`src/rtl/apb_master_bridge_if.sv`:
```
// Command/response handshake plus shared APB bus bundle for apb_master_bridge.
// The master modport is the bridge side. The slave modport is the requester and APB slaves side.
interface apb_master_bridge_if #(
    parameter int ADD_WIDTH = 9,
    parameter int WIDTH     = 32
);
    logic                 cmd_valid;
    logic                 cmd_ready;
    logic                 cmd_write;
    logic [ADD_WIDTH-1:0] cmd_addr;
    logic [WIDTH-1:0]     cmd_wdata;
    logic                 rsp_valid;
    logic [WIDTH-1:0]     rsp_rdata;
    logic                 rsp_err;
    logic                 Psel1;
    logic                 Psel2;
    logic                 Penable;
    logic                 Pwrite;
    logic [ADD_WIDTH-2:0] Paddr;
    logic [WIDTH-1:0]     Pwdata;
    logic [WIDTH-1:0]     Prdata1;
    logic [WIDTH-1:0]     Prdata2;
    logic                 Pready1;
    logic                 Pready2;

    modport master (
        input  cmd_valid, cmd_write, cmd_addr, cmd_wdata,
        input  Prdata1, Prdata2, Pready1, Pready2,
        output cmd_ready, rsp_valid, rsp_rdata, rsp_err,
        output Psel1, Psel2, Penable, Pwrite, Paddr, Pwdata
    );

    modport slave (
        output cmd_valid, cmd_write, cmd_addr, cmd_wdata,
        output Prdata1, Prdata2, Pready1, Pready2,
        input  cmd_ready, rsp_valid, rsp_rdata, rsp_err,
        input  Psel1, Psel2, Penable, Pwrite, Paddr, Pwdata
    );
endinterface

```
`src/rtl/apb_master_bridge.sv`:
```
// Single-outstanding command/response to APB3 bridge driving two slaves on a shared bus.
// Has an optional one-cycle delayed read-data capture and a Pready timeout.
module apb_master_bridge #(
    parameter int ADD_WIDTH     = 9,
    parameter int WIDTH         = 32,
    parameter int RD_SAMPLE_DLY = 1,
    parameter int TIMEOUT       = 16
) (
    input  logic                Pclk,
    input  logic                Presetn,
    apb_master_bridge_if.master bus
);
    localparam int CW      = (TIMEOUT > 1) ? $clog2(TIMEOUT + 1) : 1;
    localparam int TMO_LIM = (TIMEOUT > 0) ? TIMEOUT - 1 : 0;

    typedef enum logic [1:0] {IDLE, SETUP, ACCESS, RDCAP} state_t;

    state_t               state_q, state_d;
    logic                 sel_q, sel_d;
    logic                 psel1_q, psel1_d;
    logic                 psel2_q, psel2_d;
    logic                 penable_q, penable_d;
    logic                 pwrite_q, pwrite_d;
    logic [ADD_WIDTH-2:0] paddr_q, paddr_d;
    logic [WIDTH-1:0]     pwdata_q, pwdata_d;
    logic                 rsp_valid_q, rsp_valid_d;
    logic                 rsp_err_q, rsp_err_d;
    logic [WIDTH-1:0]     rsp_rdata_q, rsp_rdata_d;
    logic [CW-1:0]        wait_q, wait_d;
    logic                 ready;
    logic [WIDTH-1:0]     rdata_mux;

    // sel_q = 1 routes slave 2; the other slave's Pready/Prdata are ignored
    assign ready     = sel_q ? bus.Pready2 : bus.Pready1;
    assign rdata_mux = sel_q ? bus.Prdata2 : bus.Prdata1;

    assign bus.cmd_ready = Presetn && (state_q == IDLE);
    assign bus.Psel1     = psel1_q;
    assign bus.Psel2     = psel2_q;
    assign bus.Penable   = penable_q;
    assign bus.Pwrite    = pwrite_q;
    assign bus.Paddr     = paddr_q;
    assign bus.Pwdata    = pwdata_q;
    assign bus.rsp_valid = rsp_valid_q;
    assign bus.rsp_err   = rsp_err_q;
    assign bus.rsp_rdata = rsp_rdata_q;

    always_ff @(posedge Pclk) begin
        if (!Presetn) begin
            state_q     <= IDLE;
            sel_q       <= 1'b0;
            psel1_q     <= 1'b0;
            psel2_q     <= 1'b0;
            penable_q   <= 1'b0;
            pwrite_q    <= 1'b0;
            paddr_q     <= '0;
            pwdata_q    <= '0;
            rsp_valid_q <= 1'b0;
            rsp_err_q   <= 1'b0;
            rsp_rdata_q <= '0;
            wait_q      <= '0;
        end else begin
            state_q     <= state_d;
            sel_q       <= sel_d;
            psel1_q     <= psel1_d;
            psel2_q     <= psel2_d;
            penable_q   <= penable_d;
            pwrite_q    <= pwrite_d;
            paddr_q     <= paddr_d;
            pwdata_q    <= pwdata_d;
            rsp_valid_q <= rsp_valid_d;
            rsp_err_q   <= rsp_err_d;
            rsp_rdata_q <= rsp_rdata_d;
            wait_q      <= wait_d;
        end
    end

    always_comb begin
        state_d     = state_q;
        sel_d       = sel_q;
        psel1_d     = psel1_q;
        psel2_d     = psel2_q;
        penable_d   = penable_q;
        pwrite_d    = pwrite_q;
        paddr_d     = paddr_q;
        pwdata_d    = pwdata_q;
        rsp_valid_d = 1'b0;
        rsp_err_d   = 1'b0;
        rsp_rdata_d = rsp_rdata_q;
        wait_d      = wait_q;
        case (state_q)
            IDLE: begin
                if (bus.cmd_valid && bus.cmd_ready) begin
                    sel_d    = bus.cmd_addr[ADD_WIDTH-1];
                    psel1_d  = !bus.cmd_addr[ADD_WIDTH-1];
                    psel2_d  = bus.cmd_addr[ADD_WIDTH-1];
                    paddr_d  = bus.cmd_addr[ADD_WIDTH-2:0];
                    pwrite_d = bus.cmd_write;
                    pwdata_d = bus.cmd_wdata;
                    state_d  = SETUP;
                end
            end
            SETUP: begin
                penable_d = 1'b1;
                wait_d    = '0;
                state_d   = ACCESS;
            end
            ACCESS: begin
                if (ready) begin
                    psel1_d   = 1'b0;
                    psel2_d   = 1'b0;
                    penable_d = 1'b0;
                    if (pwrite_q) begin
                        rsp_valid_d = 1'b1;
                        rsp_rdata_d = '0;
                        state_d     = IDLE;
                    end else if (RD_SAMPLE_DLY == 0) begin
                        rsp_valid_d = 1'b1;
                        rsp_rdata_d = rdata_mux;
                        state_d     = IDLE;
                    end else begin
                        state_d = RDCAP;
                    end
                end else if ((TIMEOUT > 0) && (wait_q == CW'(TMO_LIM))) begin
                    // Limit reached with ready still low: abort as an error response
                    psel1_d     = 1'b0;
                    psel2_d     = 1'b0;
                    penable_d   = 1'b0;
                    rsp_valid_d = 1'b1;
                    rsp_err_d   = 1'b1;
                    rsp_rdata_d = '0;
                    state_d     = IDLE;
                end else if (TIMEOUT > 0) begin
                    wait_d = wait_q + CW'(1);
                end
            end
            RDCAP: begin
                rsp_valid_d = 1'b1;
                rsp_rdata_d = rdata_mux;
                state_d     = IDLE;
            end
            default: state_d = IDLE;
        endcase
    end
endmodule
```
`src/flat_wrapper.sv`:
```
// flat-port wrapper written by rule: the top's interface ports become plain ports
module apb_master_bridge_flat 
#(
    parameter int ADD_WIDTH     = 9,
    parameter int WIDTH         = 32,
    parameter int RD_SAMPLE_DLY = 1,
    parameter int TIMEOUT       = 16
)
  (Pclk, Presetn, bus_cmd_valid, bus_cmd_write, bus_cmd_addr, bus_cmd_wdata, bus_Prdata1, bus_Prdata2, bus_Pready1, bus_Pready2, bus_cmd_ready, bus_rsp_valid, bus_rsp_rdata, bus_rsp_err, bus_Psel1, bus_Psel2, bus_Penable, bus_Pwrite, bus_Paddr, bus_Pwdata);
  apb_master_bridge_if #(.ADD_WIDTH(ADD_WIDTH), .WIDTH(WIDTH)) bus_i ();
  input  logic Pclk;
  input  logic Presetn;
  input wire logic [$bits(bus_i.cmd_valid)-1:0] bus_cmd_valid;
  input wire logic [$bits(bus_i.cmd_write)-1:0] bus_cmd_write;
  input wire logic [$bits(bus_i.cmd_addr)-1:0] bus_cmd_addr;
  input wire logic [$bits(bus_i.cmd_wdata)-1:0] bus_cmd_wdata;
  input wire logic [$bits(bus_i.Prdata1)-1:0] bus_Prdata1;
  input wire logic [$bits(bus_i.Prdata2)-1:0] bus_Prdata2;
  input wire logic [$bits(bus_i.Pready1)-1:0] bus_Pready1;
  input wire logic [$bits(bus_i.Pready2)-1:0] bus_Pready2;
  output wire logic [$bits(bus_i.cmd_ready)-1:0] bus_cmd_ready;
  output wire logic [$bits(bus_i.rsp_valid)-1:0] bus_rsp_valid;
  output wire logic [$bits(bus_i.rsp_rdata)-1:0] bus_rsp_rdata;
  output wire logic [$bits(bus_i.rsp_err)-1:0] bus_rsp_err;
  output wire logic [$bits(bus_i.Psel1)-1:0] bus_Psel1;
  output wire logic [$bits(bus_i.Psel2)-1:0] bus_Psel2;
  output wire logic [$bits(bus_i.Penable)-1:0] bus_Penable;
  output wire logic [$bits(bus_i.Pwrite)-1:0] bus_Pwrite;
  output wire logic [$bits(bus_i.Paddr)-1:0] bus_Paddr;
  output wire logic [$bits(bus_i.Pwdata)-1:0] bus_Pwdata;
  assign bus_i.cmd_valid = bus_cmd_valid;
  assign bus_i.cmd_write = bus_cmd_write;
  assign bus_i.cmd_addr = bus_cmd_addr;
  assign bus_i.cmd_wdata = bus_cmd_wdata;
  assign bus_i.Prdata1 = bus_Prdata1;
  assign bus_i.Prdata2 = bus_Prdata2;
  assign bus_i.Pready1 = bus_Pready1;
  assign bus_i.Pready2 = bus_Pready2;
  assign bus_cmd_ready = bus_i.cmd_ready;
  assign bus_rsp_valid = bus_i.rsp_valid;
  assign bus_rsp_rdata = bus_i.rsp_rdata;
  assign bus_rsp_err = bus_i.rsp_err;
  assign bus_Psel1 = bus_i.Psel1;
  assign bus_Psel2 = bus_i.Psel2;
  assign bus_Penable = bus_i.Penable;
  assign bus_Pwrite = bus_i.Pwrite;
  assign bus_Paddr = bus_i.Paddr;
  assign bus_Pwdata = bus_i.Pwdata;
  apb_master_bridge #(.ADD_WIDTH(ADD_WIDTH), .WIDTH(WIDTH), .RD_SAMPLE_DLY(RD_SAMPLE_DLY), .TIMEOUT(TIMEOUT)) u_core (.Pclk(Pclk), .Presetn(Presetn), .bus(bus_i));
endmodule
```
`config.mk`:
```
export PLATFORM = sky130hd
export DESIGN_NAME = apb_master_bridge_flat
export DESIGN_NICKNAME = d
export VERILOG_FILES = /design/src/rtl/apb_master_bridge_if.sv /design/src/rtl/apb_master_bridge.sv /design/src/flat_wrapper.sv
export SDC_FILE = /design/constraint.sdc
export NUM_CORES = 1
export LEC_CHECK = 0
export ABC_AREA = 0
export CORE_MARGIN = 5
export CORE_UTILIZATION = 41
export CTS_CLUSTER_SIZE = 25
export DETAILED_ROUTE_END_ITERATION = 10
export PLACE_DENSITY = 0.92
export SETUP_SLACK_MARGIN = 0.4
export SYNTH_ARGS = -nofsm -noshare
export SYNTH_HDL_FRONTEND = slang
export SYNTH_SLANG_ARGS = --single-unit
```
`constraint.sdc`:
```
create_clock -name Pclk -period 3.79 [get_ports Pclk]
set_input_delay 0.379 -clock Pclk [delete_from_list [all_inputs] [get_ports Pclk]]
set_output_delay 0.379 -clock Pclk [all_outputs]
set_load 0.01 [all_outputs]
```
==> impl_metrics.ini, run 1 <==
[run_status]
run_status = completed

[final_layout]
fin_util_pct = 66.1
area_growth_pct = 57.1
num-nets-final = 666
final_cell_mix = clkdlybuf4s50_1 (188), nand2_1 (91), dfxtp_1 (85)
fillers = 702
multi_input_area_sq_um = 1810
drive_gt1_share_pct = 10.5
n_antenna_cell = 0
regArea_sq_um = 1720
layout.cells.most_common = clkdlybuf4s50_1

[clocking]
ctsHoldBuffers = 0
cts_sinks = 86
cts_setup_buffers = 0
cts_buffer_depth = 2
root_buffer = clkbuf_8
insertion_delay_ps = 340
ctsHtreeMaxLevel = 3
cts_tree = yes
clkTransAtPathRegs_ps = 80
post_cts_resized = 0
numCtsBuffers = 9

[critical_path]
slowest_delay_ps = 1010
critPathLaunchType = register
critPathBufInv = 1
worstRegToRegCells = 6
setup.worst_path.end_class = register
crit_type = reg -> reg
arrival_ps = 2970
cp_top_family = compound AO/OA/AOI/OAI gates
r2r-end = u_core.bus.rsp_rdata[26]$_SDFFE_PN0P_
r2r-start = u_core.state_q[0]$_SDFFE_PN0P_
cp_slowest_cell = a21boi_4
cp_data_required_time_ps = 4060
cp_cell_sequence = inv_1, ha_1, nor2b_1, mux2i_2, a21boi_4, o2bb2ai_1
r2r_slack_ps = 1090
crit_path_max_fanout = 32

[routing]
drt_first_pass_iters = 4
wirelength_um = 10900
vias_per_cell = 5.05
ant_nets = 0
drt_iter0_markers = 151
drc = 0
vias = 3334
wl_per_cell_um = 16.4

[grt]
grt_pass1_wl_um = 17600
grt_max_degree = 49
overflow = 0
antenna_found_initial = 0
grtUsageTotal_pct = 19.4
grt_pass1_vias = 3435

[die]
die_height_um = 105
coreArea_sq_um = 8760
dieArea_sq_um = 11000
die_width_um = 105
io_pins = 190
std_cell_rows = 34
start_util_pct = 42.1

[placed_design]
place_congestion = 0.763
portBuffers = 189
hpwlAfterDp_um = 8430

[min_path]
holdCritStartpoint = Presetn
min_to = u_core.wait_q[1]$_SDFFE_PN0P_
hp-class = in -> reg
holdPathStages = 3

[timing]
final-setup-viol-count = 0
setup_tns_ps = 0
rsz0062_at_grt = no
post-route-period-util_pct = 71.2
drv_slew = 0
hold_ws_ps = 425
max_slew_margin_pct = 13.9
fin_crit_ps = 2700
skew_ps = 8.24
hold_viol_final = 0
max_slew.worst_pin.slew_ps = 1290
fmax_mhz = 371

[power_and_ir_drop]
p_per_area_nw_per_um2 = 418
p_leak_uw = 0.00227
ir_worst_vdd_mv = 0.268

[synthesis]
synthesis.nets = 488
synth.distinct_cells = 35
syn-mean-instance-area_sq_um = 9.97
ys_seq_area_share_pct = 46.7
synth.ff_latch_count = 86
synthCells = 370
ys_warn_count = 0
synth.cell_area_sq_um = 3690

[flow_run]
cap_viol_max_count = 0
[where the power goes]
part	switching [uW]	total, uW	internal, uW
sequential	55.4	1050	998
clock	304	622	317
combinational	364	747	383
[worst max-delay path by stage]
| stage | to | cells after the start | slack, ps | from |
|---|---|---|---|---|
| 4_1_cts | u_core.bus.rsp_rdata[26]$_SDFFE_PN0P_ | 6 | 1110 | u_core.state_q[0]$_SDFFE_PN0P_ |
| 6_report | u_core.bus.rsp_rdata[26]$_SDFFE_PN0P_ | 6 | 1090 | u_core.state_q[0]$_SDFFE_PN0P_ |
| 2_1_floorplan | u_core.bus.rsp_rdata[25]$_SDFFE_PN0P_ | 8 | 2040 | u_core.wait_q[0]$_SDFFE_PN0P_ |
| 3_3_place_gp | u_core.bus.rsp_rdata[26]$_SDFFE_PN0P_ | 5 | 1300 | bus_Pready1 |
| 5_1_grt | u_core.bus.rsp_rdata[26]$_SDFFE_PN0P_ | 6 | 880 | u_core.state_q[0]$_SDFFE_PN0P_ |
| 3_5_place_dp | u_core.bus.rsp_rdata[26]$_SDFFE_PN0P_ | 6 | 1130 | u_core.state_q[0]$_SDFFE_PN0P_ |
[flip-flops by register name, indices dropped and copies added (netlist names)]
register and flops:
u_core.bus.Pwdata 32, u_core.bus.rsp_rdata 32, u_core.bus.Paddr 8, u_core.wait_q 5, u_core.state_q 2, u_core.bus.Penable 1
u_core.bus.Psel1 1, u_core.bus.Psel2 1, u_core.bus.Pwrite 1, u_core.bus.rsp_err 1, u_core.bus.rsp_valid 1, u_core.sel_q 1
[Yosys cell counts, drive strengths merged]
master / instances / area, sq um
and3: 2 / 12.5
nor3: 3 / 15.0
inv: 4 / 15.0
mux2: 2 / 22.5
o221a: 2 / 22.5
nand4b: 1 / 8.76
o311a: 1 / 10.0
nand3: 46 / 235
a22o: 1 / 8.76
dfxtp: 86 / 1720
clkbuf: 20 / 75.1
a21oi: 4 / 20.0
nand2: 91 / 342
or2: 1 / 6.26
and4: 1 / 8.76
mux2i: 36 / 377
nand3b: 2 / 15.0
or3: 1 / 6.26
o21ai: 3 / 15.0
buf: 7 / 67.6
nor2: 1 / 3.75
o2bb2ai: 32 / 474
ha: 7 / 87.6
a21boi: 3 / 33.8
nor2b: 7 / 43.8
and2: 2 / 12.5
nand4: 2 / 12.5
a31o: 2 / 17.5
[cell type report]
class | instances | area share [%]
clock buffers | 11 | 2.44
clock inverters | 4 | 0.820
inverters | 4 | 0.259
multi-input cells | 253 | 31.2
flip-flops and latches | 86 | 29.7
well taps | 108 | 2.33
repair buffers | 194 | 33.2
[worst reg2reg max path, cell delays in order, from the launching register on]
cell and delay, ps:
dfxtp_1 320, inv_1 130, ha_1 500, nor2b_1 310, mux2i_2 150, a21boi_4 1010, o2bb2ai_1 200
[metal layers]
| metal | routed length [um] | global-route usage [%] |
|---|---|---|
| met1 | 4610 | 23.3 |
| met2 | 4990 | 30.9 |
| met3 | 1020 | 8.01 |
| met4 | 235 | 7.85 |
| met5 | 0 | 0 |
[per-stage QoR]
stage | total power [uW] | instances | worst slack, ps | cell area (sq um)
floorplan | 1460 | 370 | 2040 | 3690
global placement | 1800 | 645 | 1300 | 5610
detailed placement | 1830 | 645 | 1130 | 5610
CTS | 2450 | 660 | 1110 | 5800
global route | 2570 | 660 | 883 | 5800
finish | 2420 | 660 | 1090 | 5800
[cell families after synthesis]
| logic type | count (synthesis) | share of synthesized area [%] |
|---|---|---|
| mux | 38 | 10.8 |
| buf+inv | 31 | 4.27 |
| fa+ha+maj | 7 | 2.37 |
| flops | 86 | 46.7 |
| compound gates | 48 | 16.3 |
| simple gates | 160 | 19.6 |
Power figures use the tool's default switching activity.
==> run 2: changes to the inputs <==
- CORE_UTILIZATION: 41 -> 40
- PLACE_DENSITY: 0.92 -> 0.91
- clock period: 3.79 -> 2.6 ns (I/O delays scaled with it)
==> run 2 against run 1 <==
Non-clock buffer count increased by 1. Largest cell class unchanged. Flip-flop and latch count is the same. Highest routed layer unchanged. Design area up 1.5%. Combinational power increased by 47%. Clock skew grew 2.0 ps. Die area rose by 2.3%. Critical path depth fell by 2. Setup slack got worse by 560 ps. Wire length up 0.92%. Clock power rose by 77%.
==> impl_metrics.ini, run 2 (synthesis gave the netlist of run 1 again) <==
[die]
start_util_pct = 40.5
std_cell_rows = 35
die_height_um = 106
dieArea_sq_um = 11200
io_pins = 190
coreArea_sq_um = 9110
die_width_um = 106

[routing]
wirelength_um = 11000
wl_per_cell_um = 16.5
drt_iter0_markers = 102
vias_per_cell = 5.07
drc = 0
ant_nets = 0
drt_first_pass_iters = 4
vias = 3370

[clocking]
cts_setup_buffers = 0
clkTransAtPathRegs_ps = 90
insertion_delay_ps = 350
cts_tree = yes
cts_buffer_depth = 2
post_cts_resized = 0
cts_sinks = 86
numCtsBuffers = 9
ctsHoldBuffers = 0
root_buffer = clkbuf_8
ctsHtreeMaxLevel = 3

[timing]
hold_ws_ps = 414
drv_slew = 0
rsz0062_at_grt = no
hold_viol_final = 0
post-route-period-util_pct = 79.6
max_slew.worst_pin.slew_ps = 524
final-setup-viol-count = 0
fmax_mhz = 483
setup_tns_ps = 0
fin_crit_ps = 2070
skew_ps = 10.3
max_slew_margin_pct = 65.1

[critical_path]
cp_cell_sequence = inv_1, ha_1, and2_1, clkdlybuf4s50_1
setup.worst_path.end_class = output pin
r2r-start = u_core.state_q[0]$_SDFFE_PN0P_
worstRegToRegCells = 7
r2r_slack_ps = 620
cp_data_required_time_ps = 2340
crit_type = reg -> out
cp_top_family = buffers and inverters
cp_slowest_cell = clkdlybuf4s50_1
critPathLaunchType = register
crit_path_max_fanout = 6
critPathBufInv = 2
slowest_delay_ps = 560
r2r-end = u_core.bus.rsp_rdata[26]$_SDFFE_PN0P_
arrival_ps = 1810

[final_layout]
final_cell_mix = clkdlybuf4s50_1 (188), nand2_1 (91), dfxtp_1 (85)
drive_gt1_share_pct = 10.6
num-nets-final = 667
area_growth_pct = 59.4
n_antenna_cell = 0
layout.cells.most_common = clkdlybuf4s50_1

[placed_design]
hpwlAfterDp_um = 8770
portBuffers = 189
place_congestion = 0.807

[power_and_ir_drop]
p_per_area_nw_per_um2 = 636
p_leak_uw = 0.00230
ir_worst_vdd_mv = 0.346

[min_path]
holdCritStartpoint = Presetn
holdPathStages = 3
hp-class = in -> reg
min_to = u_core.bus.Paddr[0]$_SDFFE_PN0P_

[grt]
grt_pass1_wl_um = 17300
overflow = 0
antenna_found_initial = 0
grtUsageTotal_pct = 19.1
grt_max_degree = 41
grt_pass1_vias = 3439

[run_status]
run_status = completed

[flow_run]
cap_viol_max_count = 0
run 2: worst max path at each step:
stage | to | start | cells after the start | slack, ps
floorplan | u_core.bus.rsp_rdata[25]$_SDFFE_PN0P_ | u_core.wait_q[0]$_SDFFE_PN0P_ | 8 | 850
finish | bus_cmd_ready | u_core.state_q[0]$_SDFFE_PN0P_ | 4 | 530
global route | bus_cmd_ready | u_core.state_q[0]$_SDFFE_PN0P_ | 4 | 430
CTS | bus_cmd_ready | u_core.state_q[0]$_SDFFE_PN0P_ | 4 | 510
global placement | u_core.bus.rsp_rdata[25]$_SDFFE_PN0P_ | bus_Pready1 | 6 | 690
detailed placement | u_core.bus.rsp_rdata[0]$_SDFFE_PN0P_ | bus_Pready1 | 6 | 610
run 2: worst register-to-register path: stages, from the launching register on:
cell	delay, ps
dfxtp_1	320
inv_1	130
ha_1	490
nor2b_1	280
mux2i_2	140
a21boi_4	170
buf_12	240
o2bb2ai_1	140
run 2: stage by stage:
step           instance area, sq um  util [%]  setup WS (ps)  total power, uW  instances
4_1_cts                        5880      64.6            507             3780        665
5_1_grt                        5880      64.6            428             3930        665
3_3_place_gp                   5640      62.0            691             2630        649
2_1_floorplan                  3690         -            850             2120        370
3_5_place_dp                   5640      62.0            612             2680        649
6_report                       5880      64.6            531             3740        665
run 2: layout make-up:
cell class	instances	area, sq um
Clock buffer	11	131
Clock inverter	5	106
Fill cell	705	3230
Inverter	4	15.0
Multi-Input combinational cell	253	1810
Sequential cell	86	1720
Tap cell	111	139
Timing Repair Buffer	195	1960
run 2: power by group:
group | leakage (uW) | internal [uW] | total, uW | switching [uW]
Sequential | 0.000701 | 1450 | 1540 | 81.3
Combinational | 0.00149 | 569 | 1100 | 530
Clock | 0.000114 | 643 | 1100 | 460
Total | 0.00230 | 2670 | 3740 | 1070
run 2: layer usage:
| metal | track usage, % | wire length, um |
|---|---|---|
| met5 | 0 | 0 |
| met4 | 7.68 | 285 |
| met3 | 7.83 | 1080 |
| met2 | 32.8 | 5270 |
| met1 | 20.9 | 4310 |
==> run 3: changes to the inputs <==
- clock period: 2.6 -> 2.1 ns (I/O delays scaled with it)
==> run 3 against run 2 <==
Clock skew rose by 1.9 ps. Die area unchanged. Setup slack worse by 200 ps. Clock power up 36%. Total power grew 32%. Wire length grew 7.8%. Combinational power rose by 39%. Global-route usage rose by 1.6 points. Critical path depth increased by 5. Clock-buffer cell count is 1 lower. Highest routed layer unchanged.
==> impl_metrics.ini, run 3 (synthesis gave the netlist of run 1 again) <==
[final_layout]
num-nets-final = 679
final_cell_mix = clkdlybuf4s50_1 (187), nand2_1 (91), dfxtp_1 (82)
n_antenna_cell = 0
area_growth_pct = 66.8
drive_gt1_share_pct = 15.5
layout.cells.most_common = clkdlybuf4s50_1
final_cells = 677
fillers = 654

[routing]
vias_per_cell = 5.08
ant_nets = 0
wirelength_um = 11800
drt_first_pass_iters = 5
vias = 3438
wl_per_cell_um = 17.4
drt_iter0_markers = 176
drc = 0

[clocking]
cts_tree = yes
clkTransAtPathRegs_ps = 90
ctsHoldBuffers = 0
ctsHtreeMaxLevel = 3
root_buffer = clkbuf_8
cts_sinks = 86
cts_buffer_depth = 2
numCtsBuffers = 9
insertion_delay_ps = 340

[critical_path]
r2r_slack_ps = 330
cp_slowest_cell = dfxtp_2
cp_top_family = flip-flops
r2r-end = u_core.bus.rsp_rdata[4]$_SDFFE_PN0P_
r2r-start = u_core.wait_q[1]$_SDFFE_PN0P_
crit_type = reg -> reg
slowest_delay_ps = 340
cp_cell_sequence = ha_4, and3_4, ha_4, nor2b_4, mux2i_4, a21boi_4, buf_6, clkbuf_16, o2bb2ai_2
critPathBufInv = 2
setup.worst_path.end_class = register
worstRegToRegCells = 9
arrival_ps = 2050
crit_path_max_fanout = 8
cp_data_required_time_ps = 2380
critPathLaunchType = register
cp_common_cell = ha_4

[flow_run]
cap_viol_max_count = 0

[die]
io_pins = 190
die_width_um = 106
start_util_pct = 40.5
coreArea_sq_um = 9110
std_cell_rows = 35
die_height_um = 106
dieArea_sq_um = 11200

[grt]
grt_max_degree = 51
overflow = 0
grt_pass1_wl_um = 18600
grt_pass1_vias = 3517
grtUsageTotal_pct = 20.7
antenna_found_initial = 0

[placed_design]
hpwlAfterDp_um = 8660
portBuffers = 189
place_inst = 652
place_congestion = 0.811

[timing]
hold_viol_final = 0
rsz0062_at_grt = yes
max_slew_margin_pct = 65.9
setup_tns_ps = 0
skew_ps = 12.2
post-route-period-util_pct = 84.3
final-setup-viol-count = 0
fin_crit_ps = 1770
max_slew.worst_pin.slew_ps = 512
drv_slew = 0
fmax_mhz = 565

[min_path]
hp-class = in -> reg
min_to = u_core.state_q[0]$_SDFFE_PN0P_
holdPathStages = 2
holdCritStartpoint = Presetn

[power_and_ir_drop]
ir_worst_vdd_mv = 0.425
p_per_area_nw_per_um2 = 802
p_leak_uw = 0.00241

[run_status]
run_status = completed
## run 3: worst max-delay path by stage
stage	start	endpoint	cells past startpoint
5_1_grt	u_core.wait_q[1]$_SDFFE_PN0P_	u_core.bus.rsp_rdata[15]$_SDFFE_PN0P_	9
2_1_floorplan	u_core.wait_q[0]$_SDFFE_PN0P_	u_core.state_q[1]$_SDFFE_PN0P_	7
6_report	u_core.wait_q[1]$_SDFFE_PN0P_	u_core.bus.rsp_rdata[4]$_SDFFE_PN0P_	9
4_1_cts	u_core.wait_q[1]$_SDFFE_PN0P_	u_core.bus.rsp_rdata[30]$_SDFFE_PN0P_	8
3_3_place_gp	u_core.wait_q[0]$_SDFFE_PN0P_	u_core.bus.rsp_rdata[25]$_SDFFE_PN0P_	8
3_5_place_dp	u_core.wait_q[0]$_SDFFE_PN0P_	u_core.bus.rsp_rdata[26]$_SDFFE_PN0P_	8
## run 3: routing by layer
metal / track usage [%] / up-vias / routed length, um
met1: 23.2 / 1572 / 4630
met2: 35.0 / 173 / 5630
met5: 0 / - / 0
met4: 7.59 / 0 / 325
met3: 9.17 / 23 / 1230
li1: - / 1670 / -
## run 3: final cells by class
| class | instances | area, sq um | share of cell area (%) |
|---|---|---|---|
| repair buffers | 207 | 2120 | 34.4 |
| multi-input cells | 253 | 1890 | 30.8 |
| flip-flops and latches | 86 | 1730 | 28.1 |
| well taps | 111 | 139 | 2.26 |
| clock inverters | 6 | 134 | 2.18 |
| clock buffers | 10 | 128 | 2.07 |
| inverters | 4 | 15.0 | 0.244 |
## run 3: repair_timing
item,4_1_cts,5_1_grt
pin swaps,4,2
endpoints found under the setup margin,36,36
resized for setup,19,6
endpoints found under the hold margin,0,0
setup buffers,5,1
gates cloned,2,1
## run 3: stage by stage
| step | total power (uW) | area (sq um) | setup WS (ps) | hold WS (ps) | utilization, % |
|---|---|---|---|---|---|
| after global placement | 3290 | 5670 | 226 | 440 | 62.3 |
| after global routing | 5170 | 6150 | 301 | 219 | 67.6 |
| final | 4940 | 6150 | 329 | 226 | 67.6 |
| after floorplan | 2630 | 3700 | 399 | 309 | - |
| after detailed placement | 3340 | 5670 | 171 | 447 | 62.3 |
| after CTS | 4940 | 6110 | 340 | 207 | 67.1 |
## run 3: worst register-to-register path: stages, from the launching register on
cell       delay (ps)
dfxtp_2           340
ha_4              160
and3_4            190
ha_4              170
nor2b_4           130
mux2i_4           100
a21boi_4          220
buf_6             150
clkbuf_16         160
o2bb2ai_2         100
## run 3: power by group
part           leakage (uW)  switching (uW)  internal [uW]
sequential         0.000702             109           1800
combinational       0.00158             711            817
clock              0.000130             585            912
